## src/rtl/async_pkg.sv

```systemverilog
// Shared types and constants for the asynchronous receive bridge family.
// Holds the receive FSM state encoding and the occupancy-counter width helper.
package async_pkg;

  typedef enum logic [0:0] {
    RX_IDLE = 1'b0,
    RX_HOLD = 1'b1
  } rx_state_e;

  // Occupancy counter must represent 0..DEPTH inclusive, hence DEPTH+1 values.
  function automatic int count_width(input int depth);
    return $clog2(depth + 1);
  endfunction

  localparam int DEFAULT_DEPTH   = 4;
  localparam int DEFAULT_COUNT_W = $clog2(DEFAULT_DEPTH + 1);

endpackage

```

## src/rtl/sync_chain.sv

```systemverilog
// Multi-flop synchroniser for a single-bit signal entering the clk domain.
// Clears to 0 on asynchronous active-high reset.
module sync_chain
  import async_pkg::*;
#(
  parameter int STAGES = 2
) (
  input  logic clk,
  input  logic rst,
  input  logic d,
  output logic q
);

  logic [STAGES-1:0] chain_q;
  logic [STAGES-1:0] chain_d;

  // Shift the raw input one stage deeper each clock.
  always_comb begin
    chain_d = {chain_q[STAGES-2:0], d};
  end

  // Synchroniser flops; oldest sample sits in the MSB.
  always_ff @(posedge clk or posedge rst) begin
    if (rst) begin
      chain_q <= {STAGES{1'b0}};
    end else begin
      chain_q <= chain_d;
    end
  end

  assign q = chain_q[STAGES-1];

endmodule

```

## src/rtl/async_rx_bridge.sv

```systemverilog
// Terminates a 4-phase bundled-data channel from the async LUT pipeline and
// presents the received words as a synchronous valid/ready stream through a
// small circular FIFO. ack is returned in return-to-zero order.
// Optional feature macro: ASYNC_RX_ERR_EN enables the bundling-violation
// detector driving err; without it err is tied low.
module async_rx_bridge
  import async_pkg::*;
#(
  parameter int WIDTH       = 8,
  parameter int DEPTH       = 4,
  parameter int SYNC_STAGES = 2
) (
  input  logic                       clk,
  input  logic                       rst,
  input  logic                       req,
  input  logic [WIDTH-1:0]           data,
  output logic                       ack,
  output logic                       out_valid,
  input  logic                       out_ready,
  output logic [WIDTH-1:0]           out_data,
  output logic [$clog2(DEPTH+1)-1:0] count,
  output logic                       err
);

  localparam int CNT_W = count_width(DEPTH);
  localparam int PTR_W = $clog2(DEPTH);

  logic             req_s;
  logic             full_s;
  logic             push_s;
  logic             pop_s;

  rx_state_e        state_q,     state_d;
  logic             ack_q,       ack_d;
  logic [PTR_W-1:0] wr_ptr_q,    wr_ptr_d;
  logic [PTR_W-1:0] rd_ptr_q,    rd_ptr_d;
  logic [CNT_W-1:0] count_q,     count_d;
  logic             out_valid_q, out_valid_d;
  logic [WIDTH-1:0] out_data_q,  out_data_d;
  logic [WIDTH-1:0] mem_q [DEPTH];
  logic [WIDTH-1:0] mem_d [DEPTH];

  sync_chain #(
    .STAGES (SYNC_STAGES)
  ) u_req_sync (
    .clk (clk),
    .rst (rst),
    .d   (req),
    .q   (req_s)
  );

  // Handshake qualifiers; full uses the current count so a same-cycle pop never frees a slot.
  always_comb begin
    full_s = (count_q == CNT_W'(DEPTH));
    push_s = (state_q == RX_IDLE) && req_s && !full_s;
    pop_s  = out_valid_q && out_ready;
  end

  // Return-to-zero handshake: one push per req cycle, ack follows synchronised req.
  always_comb begin
    state_d = state_q;
    ack_d   = ack_q;
    case (state_q)
      RX_IDLE: begin
        if (push_s) begin
          state_d = RX_HOLD;
          ack_d   = 1'b1;
        end else begin
          state_d = RX_IDLE;
          ack_d   = 1'b0;
        end
      end
      RX_HOLD: begin
        if (!req_s) begin
          state_d = RX_IDLE;
          ack_d   = 1'b0;
        end else begin
          state_d = RX_HOLD;
          ack_d   = 1'b1;
        end
      end
      default: begin
        state_d = RX_IDLE;
        ack_d   = 1'b0;
      end
    endcase
  end

  // FIFO pointers, occupancy and storage write.
  always_comb begin
    mem_d = mem_q;
    if (push_s) begin
      mem_d[wr_ptr_q] = data;
      wr_ptr_d        = wr_ptr_q + PTR_W'(1);
    end else begin
      wr_ptr_d        = wr_ptr_q;
    end
    if (pop_s) begin
      rd_ptr_d = rd_ptr_q + PTR_W'(1);
    end else begin
      rd_ptr_d = rd_ptr_q;
    end
    case ({push_s, pop_s})
      2'b10:   count_d = count_q + CNT_W'(1);
      2'b01:   count_d = count_q - CNT_W'(1);
      default: count_d = count_q;
    endcase
  end

  // Registered head view; a word pushed into an otherwise empty FIFO bypasses storage.
  always_comb begin
    out_valid_d = (count_d != CNT_W'(0));
    if (count_d == CNT_W'(0)) begin
      out_data_d = out_data_q;
    end else if (push_s && (wr_ptr_q == rd_ptr_d)) begin
      out_data_d = data;
    end else begin
      out_data_d = mem_q[rd_ptr_d];
    end
  end

  // State, FIFO and output registers.
  always_ff @(posedge clk or posedge rst) begin
    if (rst) begin
      state_q     <= RX_IDLE;
      ack_q       <= 1'b0;
      wr_ptr_q    <= {PTR_W{1'b0}};
      rd_ptr_q    <= {PTR_W{1'b0}};
      count_q     <= {CNT_W{1'b0}};
      out_valid_q <= 1'b0;
      out_data_q  <= {WIDTH{1'b0}};
      for (int i = 0; i < DEPTH; i++) begin
        mem_q[i] <= {WIDTH{1'b0}};
      end
    end else begin
      state_q     <= state_d;
      ack_q       <= ack_d;
      wr_ptr_q    <= wr_ptr_d;
      rd_ptr_q    <= rd_ptr_d;
      count_q     <= count_d;
      out_valid_q <= out_valid_d;
      out_data_q  <= out_data_d;
      for (int i = 0; i < DEPTH; i++) begin
        mem_q[i] <= mem_d[i];
      end
    end
  end

`ifdef ASYNC_RX_ERR_EN
  logic [WIDTH-1:0] shadow_q, shadow_d;
  logic             err_q,    err_d;

  // Remember the pushed word and flag any data movement while req is still held.
  always_comb begin
    if (push_s) begin
      shadow_d = data;
    end else begin
      shadow_d = shadow_q;
    end
    if ((state_q == RX_HOLD) && req_s && (data != shadow_q)) begin
      err_d = 1'b1;
    end else begin
      err_d = err_q;
    end
  end

  // Shadow word and sticky error flag.
  always_ff @(posedge clk or posedge rst) begin
    if (rst) begin
      shadow_q <= {WIDTH{1'b0}};
      err_q    <= 1'b0;
    end else begin
      shadow_q <= shadow_d;
      err_q    <= err_d;
    end
  end

  assign err = err_q;
`else
  assign err = 1'b0;
`endif

  assign ack       = ack_q;
  assign out_valid = out_valid_q;
  assign out_data  = out_data_q;
  assign count     = count_q;

endmodule

```

## config.mk

```make
export PLATFORM = sky130hd
export DESIGN_NAME = async_rx_bridge
export DESIGN_NICKNAME = d
export VERILOG_FILES = /design/src/rtl/async_pkg.sv /design/src/rtl/sync_chain.sv /design/src/rtl/async_rx_bridge.sv
export SDC_FILE = /design/constraint.sdc
export NUM_CORES = 1
export LEC_CHECK = 0
export CORE_AREA = 2 2 108 110
export DETAILED_ROUTE_END_ITERATION = 10
export DIE_AREA = 0 0 110 112
export PLACE_DENSITY_LB_ADDON = 0.08
export SYNTH_ARGS = -nofsm -noshare
export SYNTH_HDL_FRONTEND = slang
export SYNTH_SLANG_ARGS = --single-unit
```

## constraint.sdc

```tcl
create_clock -name clk -period 7.35 [get_ports clk]
set_input_delay 1.47 -clock clk [delete_from_list [all_inputs] [get_ports clk]]
set_output_delay 1.47 -clock clk [all_outputs]
set_load 0.005 [all_outputs]
```

; Yosys cells after proc, flatten, opt, wreduce, memory -nomap -nowiden
; Cells that the tools add are included.
[word_totals]
ff_bits = 51
input_bits = 12
word_cells = 45
out_inout_bits = 14
[classes]
n_bitwise = 3
n_addsub = 4
mux = 12
eq_ne = 4
order_cmp = 3
reduce_logical = 8
[op_table]
columns = op, count
row1 = $bwmux 32, 1
row2 = $mux 8, 4
row3 = $bmux 8 s2, 1
row4 = $demux 8 s2, 1
row5 = $ge 3x3->1 const B, 2
row6 = $not 2->3, 2
row7 = $pmux 3 s2, 1
row8 = $logic_and 1x1->1, 5
row9 = $add 2x1->2 const B, 2
row10 = $add 3x1->3 const B, 1
row11 = $eq 3x3->1 const B, 1
row12 = $logic_not 3->1, 1
row13 = $lt 3x1->1 const B, 1
row14 = $reduce_bool 3->1, 1
row15 = $sub 3x1->3 const B, 1
row16 = $eq 2x1->1 const B, 1
row17 = $eq 2x2->1, 1
row18 = $eq 2x2->1 const B, 1
row19 = $mux 1, 2
row20 = $mux 2, 1
row21 = $pmux 1 s2, 1
row22 = $logic_not 1->1, 1
row23 = $not 1->1, 1

; Depth between registers and ports, before layout
[depth]
ltp_word = 7
mapped_depth = 14

; By module
; From an unflattened synthesis, not the netlist that was laid out.
[hier_totals]
cells_unflattened = 211
area_unflattened_um2 = 2660.1
[modules_own_cells]
columns = module, area_per_inst_um2, cells_each, instances
row1 = async_rx_bridge, 2606.2, 208, 1
row2 = sync_chain, 53.8, 3, 1

; Least setup slack after synthesis
; Ideal clock, no wire load.
[synth_timing]
kind = input to register
start = input out_ready
end = register out_data_q[7] (netlist: out_data[7])
t_required_ns = 7.229
arrival_ns = 3.776
setup_ns = 0.121
setup_slack_ns = 3.453
stages = 13
cell_sequence = nand2_2 inv_1 buf_2 ha_1 inv_1 fa_1 xor2_1 o21a_1 or2_4 nor3_4 inv_4 o21a_1 a22o_1
[synth_between]
word_cells_on_any_way = 13
cone_classes = 3 x eq/ne / 6 x mux / 1 x bitwise / 3 x reduce/logical
[synth_lines]
columns = item, line_no
row1 = "start, declared", async_rx_bridge.sv:19  ; input logic out_ready,
row2 = $logic_and 1x1->1 *, async_rx_bridge.sv:56  ; pop_s = out_valid_q && out_ready;
row3 = $eq 2x1->1 / $eq 2x2->1 (equally long branches), async_rx_bridge.sv:103  ; case ({push_s, pop_s})
row4 = $pmux 3 s2 *, async_rx_bridge.sv:103
row5 = named net count_d[2], async_rx_bridge.sv:37  ; logic [CNT_W-1:0] count_q, count_d;
row6 = $logic_not 3->1 *, async_rx_bridge.sv:113  ; if (count_d == CNT_W'(0)) begin
row7 = "end signal, assigned", async_rx_bridge.sv:131  ; out_data_q <= {WIDTH{1'b0}};
row8 = "end signal, assigned", async_rx_bridge.sv:142  ; out_data_q <= out_data_d;
row9 = "end, declared", async_rx_bridge.sv:39  ; logic [WIDTH-1:0] out_data_q, out_data_d;
; Mark *: on every way through the listed nets, which the timed path passes. The rest lies on a longest branch. The select of a mux whose other input is x is not followed.
; A chain may end at the register's enable or synchronous reset.

; Worst setup path after layout
; Same ends and word-level chain as after synthesis.

==> metrics.txt <==
status=completed; Placement Rows=39; Worst path max stage delay=0.50 ns; Clock Tree Root=clkbuf_16; WP data arrival=4.86 ns; Buf/Inv on CP=4; Vias=1713; Synth Flop Type=dfrtp_1; # H-tree levels=2; vias in the first global route=1759; Hold WS=0.350 ns; Tot Pwr=1.47 mW; critical path startpoint category=primary input; Max Fanout on Critical Path=11; global-route wire length before repair=10.6 mm; Reg clk slew, reported paths=0.07 ns; Netlist Area Pre-Place=2600 um2; final instance area=3140 um2; NumNets Final=256; final core occ=28.1%; Initial Util=23.3%; Worst Hold Class=register to register; Max IR drop VDD=145 uV; area of placed instances=2980 um2; Clock Skews=0.00382 ns; Detailed Route WL=6.64 mm; Post-Syn Instances=215; io pins=26; Resized Gates After CTS=0; core area=11200 um2; Residual DRC=0; total CTS buffers=5; CP Cell Sequence=clkdlybuf4s50_1, nand2_2, inv_1, ha_1, inv_1, fa_1, xor2_1, o21a_1, or2_4, nor3_4, inv_4, o21a_1, a22o_1; final worst setup slack=2.66 ns; Num Clock Sinks=51; syn nets=233; DIE AREA=12300 um2; CP delay by family, top=buffers and inverters; Via-to-Cell Ratio=4.48; crit share post-route=63.8%; Fin. Hold Viols=0; worst path required time=7.52 ns; CP Class=primary input to register; Yosys reg bits=51; Worst-Skew Late Latency=0.28 ns; Worst setup EP type=register; Final Setup Violations=0; Critical-path top delay cell=clkdlybuf4s50_1; Die Ht=112 um; Max-slew headroom=30.1%; Non-Filler Instances=382; MaxCap Viol Count=0; post-place setup slack=2.34 ns; Detail Route Antenna Nets=0; die width=110 um; R2R setup slack=3.75 ns; sequential share of the synthesized area=49.0%; EDFF count, synth=0; Yosys cell types=36; Synth async-reset ratio=100%; First DRT Iteration DRCs=30; yosys synthesis warning count=0; 1st-pass router iterations=4; Placed Instances=374; GRT Overall Usage=11.7%; gpl congestion=0.672; Slew Limit Fails=0; Port Buffer Count=24; layout cells sized above 1=23.0%; P&R area growth vs syn=20.5%; Slew @ Worst Pin=1.05 ns; Final min period=4.69 ns; Routed WL per cell=17.4 um; RSZ-0062 raised after global routing=no; DP Wirelength=4.35 mm; sum of negative setup slack=0 ns; PwrDens=467 nW/um2; initial antenna violation count=0; Avg Cell Area, Syn=12.1 um2; pin count of the biggest net entering global routing=52; CTS tree=built; Fmax=0.213 GHz; Setup Buffers After CTS=0; global route overflow=0; # diodes=0; cts hold-fix bufs=0; leakage power=1.32 nW; Max clock buf depth=2
## logic make-up (layout without fill, tap and decap cells)
family / Yosys count / count (layout) / synth area share [%]
other cells: 1 / 1 / 0.144
xor+xnor: 6 / 6 / 2.31
buf+inv: 19 / 43 / 3.56
mux: 49 / 49 / 21.3
simple gates: 47 / 47 / 9.71
fa+ha+maj: 6 / 6 / 3.17
compound gates: 36 / 36 / 10.8
flops: 51 / 51 / 49.0
## routing by layer
| layer | track usage [%] | vias to the layer above | part of all wire, % |
|---|---|---|---|
| met5 | 0 | - | 0 |
| met4 | 3.71 | 0 | 1.4 |
| met3 | 1.87 | 6 | 2.0 |
| met2 | 17.7 | 20 | 47 |
| met1 | 17.0 | 868 | 49 |
| li1 | - | 819 | - |
## final timing paths
path,start,endpoint,cells after the start
setup / recovery,out_ready,out_data[7],13
hold / removal,u_req_sync.chain_q[0],u_req_sync.chain_q[1],0
setup reg to reg,count[1],out_data[7],13
hold reg to reg,u_req_sync.chain_q[0],u_req_sync.chain_q[1],0
max in group asynchronous,rst,mem_q[26],3
min in group asynchronous,rst,mem_q[19],3
## synth_stat cells, drive strengths merged, types with 7 or more instances
| master | count | area share, % |
|---|---|---|
| o21ai | 9 | 1.7 |
| dfrtp | 51 | 49 |
| nand2 | 23 | 3.8 |
| mux2 | 32 | 14 |
| nand3 | 7 | 1.3 |
| nor2 | 7 | 1.0 |
| inv | 10 | 1.5 |
| mux2i | 15 | 5.8 |
| buf | 7 | 1.7 |
| o2bb2ai | 7 | 2.4 |
| o311a | 7 | 2.7 |
| o22ai | 7 | 1.7 |
## flip-flops by register name, indices dropped and copies added, names as in the netlist
register,cells
mem_q,32
count,3
ack,1
u_req_sync.chain_q,2
wr_ptr_q,2
out_valid,1
rd_ptr_q,2
out_data,8
## report_power, final
group / internal [mW] / switching, mW
Combinational: 0.359 / 0.288
Sequential: 0.423 / 0.151
Clock: 0.145 / 0.0991
## area by class of cell
type                            count  area (um2)
Inverter                           10        40.0
Timing Repair Buffer               25         248
Clock buffer                        7         153
Fill cell                        1164        8040
Clock inverter                      1        7.51
Tap cell                          143         179
Multi-Input combinational cell    145        1230
Sequential cell                    51        1280
## placed cells by master, fill, tap and decap left out, drive strengths merged, types with 3 or more instances in the layout
| master | Yosys | final |
|---|---|---|
| nor2 | 7 | 7 |
| clkbuf | 2 | 7 |
| dfrtp | 51 | 51 |
| o311a | 7 | 7 |
| inv | 10 | 10 |
| mux2 | 32 | 32 |
| and3b | 3 | 3 |
| clkdlybuf4s50 | 0 | 24 |
| mux2i | 15 | 15 |
| o2bb2ai | 7 | 7 |
| ha | 5 | 5 |
| nand3 | 7 | 7 |
| xnor2 | 5 | 5 |
| o21a | 3 | 3 |
| o22ai | 7 | 7 |
| o21ai | 9 | 9 |
| nand2 | 23 | 23 |
Note: power is estimated with default switching activity, not from simulation.
